### src/rtl/elevator_pkg.sv
// Shared types and constants for the single-car elevator controller.
// Holds the FSM state encoding, the request type codes and the reset position.
package elevator_pkg;

  typedef enum logic [1:0] {
    IDLE = 2'd0,
    MOVE = 2'd1,
    DOOR = 2'd2
  } state_t;

  localparam logic [1:0] REQ_CAR  = 2'd0;
  localparam logic [1:0] REQ_UP   = 2'd1;
  localparam logic [1:0] REQ_DOWN = 2'd2;
  localparam logic [1:0] REQ_RSVD = 2'd3;

  localparam int   RESET_FLOOR  = 0;
  localparam logic RESET_DIR_UP = 1'b1;

endpackage

### src/rtl/elevator_call_bank.sv
// Car / hall-up / hall-down call bitmaps with one set port and a per-type clear at one floor.
// Sets and clears land on the next edge; lookups against q_floor are combinational.
module elevator_call_bank
  import elevator_pkg::*;
#(
  parameter int N_FLOORS = 8,
  parameter int FLOOR_W  = $clog2(N_FLOORS)
) (
  input  logic                clk,
  input  logic                rst_n,
  input  logic                set_vld,
  input  logic [FLOOR_W-1:0]  set_floor,
  input  logic [1:0]          set_type,
  input  logic [FLOOR_W-1:0]  clr_floor,
  input  logic                clr_car,
  input  logic                clr_up,
  input  logic                clr_down,
  input  logic [FLOOR_W-1:0]  q_floor,
  output logic                any_above,
  output logic                any_below,
  output logic                hit_car,
  output logic                hit_up,
  output logic                hit_down,
  output logic [N_FLOORS-1:0] pending
);

  logic [N_FLOORS-1:0] car_q, up_q, dn_q;
  logic [N_FLOORS-1:0] set_car, set_up, set_dn;
  logic [N_FLOORS-1:0] clr_car_m, clr_up_m, clr_dn_m;

  assign pending = car_q | up_q | dn_q;

  always_comb begin
    for (int i = 0; i < N_FLOORS; i++) begin
      set_car[i]   = set_vld && (set_type == REQ_CAR)  && (int'(set_floor) == i);
      set_up[i]    = set_vld && (set_type == REQ_UP)   && (int'(set_floor) == i);
      set_dn[i]    = set_vld && (set_type == REQ_DOWN) && (int'(set_floor) == i);
      clr_car_m[i] = clr_car  && (int'(clr_floor) == i);
      clr_up_m[i]  = clr_up   && (int'(clr_floor) == i);
      clr_dn_m[i]  = clr_down && (int'(clr_floor) == i);
    end
  end

  // Reductions exclude the query floor itself.
  always_comb begin
    any_above = 1'b0;
    any_below = 1'b0;
    hit_car   = 1'b0;
    hit_up    = 1'b0;
    hit_down  = 1'b0;
    for (int i = 0; i < N_FLOORS; i++) begin
      if (i > int'(q_floor)) any_above = any_above | pending[i];
      if (i < int'(q_floor)) any_below = any_below | pending[i];
      if (i == int'(q_floor)) begin
        hit_car  = car_q[i];
        hit_up   = up_q[i];
        hit_down = dn_q[i];
      end
    end
  end

  // Clear wins only on the bit being serviced; all other bits set normally.
  always_ff @(posedge clk or negedge rst_n) begin
    if (!rst_n) begin
      car_q <= '0;
      up_q  <= '0;
      dn_q  <= '0;
    end else begin
      car_q <= (car_q | set_car) & ~clr_car_m;
      up_q  <= (up_q  | set_up)  & ~clr_up_m;
      dn_q  <= (dn_q  | set_dn)  & ~clr_dn_m;
    end
  end

endmodule

### src/rtl/elevator_ctrl.sv
// Single-car LOOK elevator: request validation, travel/door timing, stop decisions.
// Requests are taken every cycle (no backpressure); a call at another floor starts motion 2 cycles later.
module elevator_ctrl
  import elevator_pkg::*;
#(
  parameter int N_FLOORS      = 8,
  parameter int FLOOR_W       = $clog2(N_FLOORS),
  parameter int TRAVEL_CYCLES = 4,
  parameter int DOOR_CYCLES   = 8
) (
  input  logic                clk,
  input  logic                rst_n,
  input  logic                req_valid,
  input  logic [FLOOR_W-1:0]  req_floor,
  input  logic [1:0]          req_type,
  output logic                req_err,
  output logic [FLOOR_W-1:0]  cur_floor,
  output logic                dir_up,
  output logic                moving,
  output logic                door_open,
  output logic                arrive,
  output logic [N_FLOORS-1:0] pending
);

  localparam int CNT_MAX = (TRAVEL_CYCLES > DOOR_CYCLES) ? TRAVEL_CYCLES : DOOR_CYCLES;
  localparam int CNT_W   = $clog2(CNT_MAX + 1);
  localparam logic [CNT_W-1:0]   TRAVEL_LOAD = CNT_W'(TRAVEL_CYCLES - 1);
  localparam logic [CNT_W-1:0]   DOOR_LOAD   = CNT_W'(DOOR_CYCLES - 1);
  localparam logic [FLOOR_W-1:0] TOP_FLOOR   = FLOOR_W'(N_FLOORS - 1);

  state_t             state;
  logic [CNT_W-1:0]   cnt;
  logic               req_ok, door_hold, set_vld;
  logic               step, open_now, flip_now, new_dir;
  logic [FLOOR_W-1:0] next_floor, q_floor;
  logic               any_above, any_below, hit_car, hit_up, hit_down;
  logic               ahead, behind, hit_dir, hit_opp;

  always_comb begin
    req_ok = req_valid && (int'(req_floor) < N_FLOORS) && (req_type != REQ_RSVD)
             && !((req_type == REQ_UP)   && (req_floor == TOP_FLOOR))
             && !((req_type == REQ_DOWN) && (req_floor == '0));
    // A repeat of a call already being served here keeps the door open instead of latching.
    door_hold = (state == DOOR) && req_ok && (req_floor == cur_floor)
                && ((req_type == REQ_CAR) || (req_type == (dir_up ? REQ_UP : REQ_DOWN)));
    set_vld = req_ok && !door_hold;
  end

  // While a travel step expires, all lookups are made against the floor being entered.
  always_comb begin
    step = (state == MOVE) && (cnt == '0);
    if (dir_up) next_floor = (cur_floor == TOP_FLOOR) ? cur_floor : cur_floor + FLOOR_W'(1);
    else        next_floor = (cur_floor == '0)        ? cur_floor : cur_floor - FLOOR_W'(1);
    q_floor = step ? next_floor : cur_floor;
    ahead   = dir_up ? any_above : any_below;
    behind  = dir_up ? any_below : any_above;
    hit_dir = dir_up ? hit_up    : hit_down;
    hit_opp = dir_up ? hit_down  : hit_up;
  end

  always_comb begin
    open_now = 1'b0;
    flip_now = 1'b0;
    if ((state == IDLE) || step) begin
      if (hit_car || hit_dir) begin
        open_now = 1'b1;
      end else if (hit_opp && !ahead) begin
        open_now = 1'b1;
        flip_now = 1'b1;
      end
    end
    new_dir = dir_up ^ flip_now;
  end

  elevator_call_bank #(
    .N_FLOORS (N_FLOORS),
    .FLOOR_W  (FLOOR_W)
  ) u_calls (
    .clk       (clk),
    .rst_n     (rst_n),
    .set_vld   (set_vld),
    .set_floor (req_floor),
    .set_type  (req_type),
    .clr_floor (q_floor),
    .clr_car   (open_now),
    .clr_up    (open_now && new_dir),
    .clr_down  (open_now && !new_dir),
    .q_floor   (q_floor),
    .any_above (any_above),
    .any_below (any_below),
    .hit_car   (hit_car),
    .hit_up    (hit_up),
    .hit_down  (hit_down),
    .pending   (pending)
  );

  always_ff @(posedge clk or negedge rst_n) begin
    if (!rst_n) begin
      state     <= IDLE;
      cnt       <= '0;
      cur_floor <= FLOOR_W'(RESET_FLOOR);
      dir_up    <= RESET_DIR_UP;
      moving    <= 1'b0;
      door_open <= 1'b0;
      arrive    <= 1'b0;
      req_err   <= 1'b0;
    end else begin
      req_err <= req_valid && !req_ok;
      arrive  <= 1'b0;
      case (state)
        IDLE: begin
          if (open_now) begin
            state     <= DOOR;
            cnt       <= DOOR_LOAD;
            dir_up    <= new_dir;
            door_open <= 1'b1;
          end else if (ahead || behind) begin
            state  <= MOVE;
            cnt    <= TRAVEL_LOAD;
            dir_up <= ahead ? dir_up : !dir_up;
            moving <= 1'b1;
          end
        end
        MOVE: begin
          if (!step) begin
            cnt <= cnt - CNT_W'(1);
          end else begin
            cur_floor <= next_floor;
            if (open_now) begin
              state     <= DOOR;
              cnt       <= DOOR_LOAD;
              dir_up    <= new_dir;
              moving    <= 1'b0;
              door_open <= 1'b1;
              arrive    <= 1'b1;
            end else if (ahead) begin
              cnt <= TRAVEL_LOAD;
            end else begin
              state  <= IDLE;
              moving <= 1'b0;
            end
          end
        end
        DOOR: begin
          if (door_hold) begin
            cnt <= DOOR_LOAD;
          end else if (cnt == '0) begin
            state     <= IDLE;
            door_open <= 1'b0;
          end else begin
            cnt <= cnt - CNT_W'(1);
          end
        end
        default: state <= IDLE;
      endcase
    end
  end

endmodule

### config.mk
export PLATFORM = sky130hd
export DESIGN_NAME = elevator_ctrl
export DESIGN_NICKNAME = d
export VERILOG_FILES = /design/src/rtl/elevator_pkg.sv /design/src/rtl/elevator_call_bank.sv /design/src/rtl/elevator_ctrl.sv
export SDC_FILE = /design/constraint.sdc
export NUM_CORES = 1
export LEC_CHECK = 0
export ABC_CLOCK_PERIOD_IN_PS = 6400
export CELL_PAD_IN_SITES_DETAIL_PLACEMENT = 1
export CELL_PAD_IN_SITES_GLOBAL_PLACEMENT = 1
export CORE_MARGIN = 3
export CORE_UTILIZATION = 40
export CTS_CLUSTER_SIZE = 8
export DETAILED_ROUTE_END_ITERATION = 6
export HOLD_SLACK_MARGIN = 0.1
export PLACE_DENSITY = 0.69
export SLEW_MARGIN = 20
export SYNTH_ARGS = -nofsm -noshare
export SYNTH_HDL_FRONTEND = slang
export SYNTH_SLANG_ARGS = --single-unit
### constraint.sdc
create_clock -name clk -period 6.4 [get_ports clk]
set_input_delay 1.28 -clock clk [delete_from_list [all_inputs] [get_ports clk]]
set_output_delay 1.28 -clock clk [all_outputs]
set_load 0.02 [all_outputs]
Yosys cells after proc, flatten, opt, wreduce, memory -nomap -nowiden. Index checks and enable logic that the tools add are counted.

Add/sub/neg operators: 3. $lt $le $gt $ge: 14. Equality and inequality tests: 41. Muxes and demuxes: 88. Bitwise logic cells: 24. Reductions and logical operators: 90.

Operators with widths (count): logical AND 1 bit (65); 2-to-1 mux 1 bit (64); OR 8 bit (5); == test 3 bit, second input constant (10); 2-to-1 mux 4 bit (7); AND 8 bit (3); NOT 8 bit (3); 2-to-1 mux 2 bit (8); AND reduction 5 bit (3); == test 3 x 2 -> 1 bit, second input constant (4); == test 3 bit, first input constant (4); greater-than comparator 3 bit, first input constant (4); zero test 3 bit (4); 2-to-1 mux 3 bit (4); OR 1 bit (12); case mux 4 bit (3 select lines) (1); inequality test 2 bit, second input constant (5); less-than comparator 3 bit, first input constant (3); inequality test 3 bit, second input constant (3); AND reduction 4 bit (2); zero test 1 bit (7); == test 2 x 3 -> 1 bit, first input constant (2); == test 3 x 1 -> 1 bit, second input constant (2); greater-than comparator 2 x 3 -> 1 bit, first input constant (2); 23 further kinds (33).

Flip-flop bits (word level): 38. Input bits: 8. Output and inout bits: 16. Logic and storage cells: 271.

Logic depth before layout (Yosys ltp).
Depth after elaboration: 30. Depth in mapped cells: 15. Depth with buffers taken out: 12.

By module. A second synthesis with hierarchy kept.

Cell total of the unflattened synthesis: 312. Area, all modules: 2722.6 µm².

Modules (own cells, without submodules): elevator_call_bank (times used 1, cells an instance 164, area an instance 1437.6 µm², sequential area each 600.6 µm²); elevator_ctrl (times used 1, cells an instance 148, area an instance 1285.0 µm², sequential area each 351.6 µm²).

Least setup slack after synthesis. No wires, ideal clock.

Path type: register to register. From: reg cur_floor[0]. To: reg u_calls.dn_q[1]. Library setup time: 78 ps. Arrival time: 3312 ps. Data required time: 6322 ps. Setup slack: 3010 ps. Cell stages (with the launch flop): 14. Buffers on the path: 1. Period minus slack after synthesis: 3390 ps. Path through: dfrtp_1 inv_1 ha_1 a21oi_1 a32o_1 a221o_2 inv_2 buf_6 mux4_2 mux2i_1 inv_2 a21oi_1 mux2_2 a21oi_1.

Word-level cells in the longest chain between the ends: 30. Elaborated cells on any way between the ends: 106. Those cells by class: add/sub (2); order compare (14); eq/ne (10); mux (50); bitwise (16); reduce/logical (14).

RTL lines: from (decl) (RTL line elevator_ctrl.sv:17) `output logic [FLOOR_W-1:0] cur_floor,`; from (signal assigned) (RTL line elevator_ctrl.sv:101) `cur_floor <= FLOOR_W'(RESET_FLOOR);`; from (signal assigned) (RTL line elevator_ctrl.sv:128) `cur_floor <= next_floor;`; subtractor 3 x 1 -> 3 bit (tied with other cells) (RTL line elevator_ctrl.sv:53) `else next_floor = (cur_floor == '0) ? cur_floor : cur_floor - FLOOR_W'(1);`; 2-to-1 mux 3 bit, on equally long branches (RTL line elevator_ctrl.sv:53, elevator_ctrl.sv:52); 2-to-1 mux 3 bit (RTL line elevator_ctrl.sv:52) `if (dir_up) next_floor = (cur_floor == TOP_FLOOR) ? cur_floor : cur_floor + FLOOR_W'(1);`; 2-to-1 mux 3 bit; less-than comparator 1 x 3 -> 1 bit / greater-than comparator 1 x 3 -> 1 bit (equally long branches) (RTL line elevator_call_bank.sv:53, elevator_call_bank.sv:52); 2-to-1 mux 1 bit, on equally long branches (RTL line elevator_call_bank.sv:53, elevator_call_bank.sv:52); OR 1 bit, on equally long branches (RTL line elevator_call_bank.sv:53, elevator_call_bank.sv:52); 2-to-1 mux 1 bit, on equally long branches (RTL line elevator_call_bank.sv:53, elevator_call_bank.sv:52); (+14 left out); 2-to-1 mux 1 bit (RTL line elevator_ctrl.sv:65) `if (hit_car || hit_dir) begin`; 2-to-1 mux 1 bit (RTL line elevator_ctrl.sv:64) `if ((state == IDLE) || step) begin`; XOR 1 bit (RTL line elevator_ctrl.sv:72) `new_dir = dir_up ^ flip_now;`; zero test 1 bit (RTL line elevator_ctrl.sv:87) `.clr_down (open_now && !new_dir),`; logical AND 1 bit (RTL line elevator_ctrl.sv:87); logical AND 1 bit (RTL line elevator_call_bank.sv:40) `clr_dn_m[i] = clr_down && (int'(clr_floor) == i);`; NOT 8 bit (RTL line elevator_call_bank.sv:71) `dn_q <= (dn_q | set_dn) & ~clr_dn_m;`; AND 8 bit (*) (RTL line elevator_call_bank.sv:71); to (signal assigned) (RTL line elevator_call_bank.sv:71); to (decl) (RTL line elevator_call_bank.sv:27) `logic [N_FLOORS-1:0] car_q, up_q, dn_q;`.

Every way passes the cells marked *; elsewhere a longest branch is shown, timed or not. A chain may end at the register's enable or synchronous reset.

Final worst setup path.
From: reg state[1]. To: reg cnt[0].

Word-level cells in the longest chain between the ends: 26. Elaborated cells on any way between the ends: 102. Those cells by class: order compare (14); eq/ne (12); mux (51); bitwise (12); reduce/logical (13).

RTL lines: from (decl) (RTL line elevator_ctrl.sv:31) `state_t state;`; from (signal assigned) (RTL line elevator_ctrl.sv:99) `state <= IDLE;`; from (signal assigned) (RTL line elevator_ctrl.sv:113) `state <= DOOR;`; from (signal assigned) (RTL line elevator_ctrl.sv:118) `state <= MOVE;`; == test 2 x 1 -> 1 bit (RTL line elevator_ctrl.sv:51, elevator_ctrl.sv:110); logical AND 1 bit (RTL line elevator_ctrl.sv:51) `step = (state == MOVE) && (cnt == '0);`; 2-to-1 mux 3 bit; less-than comparator 1 x 3 -> 1 bit / greater-than comparator 1 x 3 -> 1 bit (equally long branches) (RTL line elevator_call_bank.sv:53, elevator_call_bank.sv:52); 2-to-1 mux 1 bit, on equally long branches (RTL line elevator_call_bank.sv:53, elevator_call_bank.sv:52); OR 1 bit, on equally long branches (RTL line elevator_call_bank.sv:53, elevator_call_bank.sv:52); 2-to-1 mux 1 bit, on equally long branches (RTL line elevator_call_bank.sv:53, elevator_call_bank.sv:52); OR 1 bit, on equally long branches (RTL line elevator_call_bank.sv:53, elevator_call_bank.sv:52); (+10 left out); zero test 1 bit (RTL line elevator_ctrl.sv:67) `end else if (hit_opp && !ahead) begin`; logical AND 1 bit (RTL line elevator_ctrl.sv:67); 2-to-1 mux 1 bit (RTL line elevator_ctrl.sv:67); 2-to-1 mux 1 bit (RTL line elevator_ctrl.sv:65); 2-to-1 mux 1 bit (RTL line elevator_ctrl.sv:64); 2-to-1 mux 4 bit (RTL line elevator_ctrl.sv:129) `if (open_now) begin`; 2-to-1 mux 4 bit (RTL line elevator_ctrl.sv:125) `if (!step) begin`; case mux 4 bit (3 select lines) (RTL line elevator_ctrl.sv:110) `case (state)`; to (signal assigned) (RTL line elevator_ctrl.sv:126) `cnt <= cnt - CNT_W'(1);`; to (signal assigned) (RTL line elevator_ctrl.sv:151) `cnt <= cnt - CNT_W'(1);`; to (decl) (RTL line elevator_ctrl.sv:32) `logic [CNT_W-1:0] cnt;`.

Several ways; a longest one is shown, not always the timed one.

==> results.ini <==
[detailed_routing]
wire_per_inst_um=21.62
drcViolationCount=0
num_vias=2598
firstDrtPassIters=4
drt-total-wl_um=8755
drt-vias-per-instance=6.415
drtIter0Drc=143
ant_nets=0

[logic_synthesis]
syn_inst=313
syn_avg_cell_area_sq_um=8.890
post-synth-top-area-cell=dfrtp_1
synth_most_common_cell=a21oi_1
synthTopCellsByArea=dfrtp_1 (33%), a21oi_1 (8.3%), ha_1 (3.6%)
synth_nets=329
synth_cell_type_count=69
yosysWarnings=0
async_flop_share_pct=100.0
syn_area_sq_um=2783
synth-seq-cells=38
yosysSeqAreaShare_pct=34.22
synth_top_area_share_pct=33.27
synth_common_cells=a21oi_1 (46), dfrtp_1 (37), inv_1 (17), nor2_1 (17), nand2_1 (12)
synth_ff_type=dfrtp_1
synth_edf_count=0

[finish]
multi_input_area_sq_um=1653
area.sequential_sq_um=952.2
nFillCells=764
drive_gt1_share_pct=10.37
nets=343
antenna_cells=0
areaGrowthSynthToFinish_pct=13.22

[setup_path]
reg2reg_depth=12
arrival_ps=4920
required_ps=6600
crit_type=flop to flop
cp-start-kind=flop
crit_fanout=14
end_kind=flop
crit_path_start=state[1]
rr_startpoint=state[1]

[clocking]
cts.sinks=38
tritoncts=yes
htree_levels=2
holdBufCountCts=0
clockBufferDepth=2
post_cts_buffers=0
cts_root_buf=clkbuf_8
cts_resized=0
clk_pin_slew_ps=90
clk_latency_ps=310
cts_buffers=5

[sta]
fmax_mhz=212.0
hold_violations=0
tns_ps=0
max_slew_margin_pct=27.42
setup_viol=0
rsz0062_at_grt=false
period_share_pct=73.70
tightest_slew_ps=1086
holdWs_ps=517.8
fin_skew_ps=16.20
finalCriticalPeriod_ps=4717
maxSlewViolCount=0

[floorplanning]
die_h_um=89.41
core-area_sq_um=6531
io_pins=24
start_util_pct=42.61
dieArea_sq_um=7993
die_width_um=89.41
rows=29

[power]
max-vdd-ir-drop_v=0.0001825
p_leak_nw=1.267
power_density_nw_per_um2=608.9

[grt]
grt_max_degree=39
track_usage_pct=24.01
grt_pass1_vias=2616
gr-total-overflow=0
grt_pass1_wl_um=14430
antenna_found_initial=0

[hold_path]
hp-class=flop to flop
holdPathStages=1
hp-start=cnt[1]

[outcome]
outcome=finished clean

[placed_design]
hpwl_um=6619
place.gp.congestion=0.8609
io_buffers=23

[run]
drv_cap=0

-- layout make-up --
cell class	count	area share, %
multi-input cells	237	52.46
well taps	77	3.058
clock inverters	3	2.184
clock buffers	5	2.184
repair buffers	24	7.387
flip-flops and latches	38	30.22
inverters	21	2.502
-- cells in the final DEF, fill, tap and decap left out, drive strengths merged, types with 3 or more instances in the layout --
cell type / synthesis / final
o21ai: 9 / 9
or2: 3 / 3
o32ai: 4 / 4
a2111oi: 6 / 6
ha: 8 / 8
nor3: 13 / 13
clkbuf: 8 / 5
nor2: 17 / 17
mux2: 6 / 6
or3: 7 / 7
a21oi: 47 / 47
xor2: 3 / 3
a22oi: 3 / 3
and3: 6 / 6
a21boi: 3 / 3
a31oi: 10 / 10
o31ai: 3 / 3
o22ai: 3 / 3
inv: 21 / 21
a211oi: 4 / 4
nand3: 8 / 8
nor4: 10 / 10
dfrtp: 37 / 37
clkdlybuf4s50: 0 / 22
mux2i: 3 / 3
nor3b: 7 / 7
nand4: 3 / 3
o31a: 3 / 3
nand2: 12 / 12
-- worst max-delay path: stages, from the launching register on --
cell and delay (ps):
dfrtp_1 410, inv_1 110, ha_1 290, nor4bb_4 530, a31oi_1 220, nor2_1 760, inv_2 280, mux2_4 370
a221oi_1 410, o211ai_1 270, a31oi_4 450, a21oi_2 170, mux2_1 340
-- layer usage --
metal / global-route usage (%) / routed length [um] / vias to the layer above
met5: 0 / 0 / -
met4: 6.089 / 104 / 0
met3: 3.134 / 557 / 9
met2: 35.83 / 3789 / 63
met1: 36.52 / 4304 / 1289
li1: - / - / 1237
-- power breakdown --
group,internal (W),switching (W)
clock network,0.000156,0.000100
registers,0.000337,0.000124
logic,0.000450,0.000751
-- metrics by stage --
step	utilization [%]	total power (W)	area [sq um]	setup WS, ps	instances
2_1_floorplan	-	0.001317	2783	3010	313
3_3_place_gp	46.13	0.001641	3013	1844	397
3_5_place_dp	46.13	0.001654	3013	1698	397
4_1_cts	48.24	0.001917	3151	1698	405
5_1_grt	48.24	0.002070	3151	1261	405
6_report	48.24	0.001918	3151	1683	405
-- registers in the layout (all words and copies together), names as in the netlist, 2 cells and up --
| register | count |
|---|---|
| u_calls.car_q | 8 |
| u_calls.dn_q | 8 |
| u_calls.up_q | 8 |
| cnt | 4 |
| cur_floor | 3 |
| state | 2 |
-- cell families (layout without fill, tap and decap cells) --
group,Yosys count,count (layout),synth area share [%]
AO/OA/AOI/OAI,116,116,28.19
XOR/XNOR,5,5,1.574
adder cells (fa/ha/maj),8,8,3.597
buffers and inverters,38,53,6.385
flip-flops,38,38,34.22
multiplexers,11,11,5.260
AND/OR/NAND/NOR,97,97,20.77
-- final timing paths --
path                                   end  slack (ps)
hold / removal                      cnt[1]         520
hold reg to reg                     cnt[1]         520
setup reg to reg                    cnt[0]        1680
max in group asynchronous  u_calls.dn_q[0]        4700
setup / recovery                    cnt[0]        1680
min in group asynchronous           arrive        1090
Power figures use the tool's default switching activity.
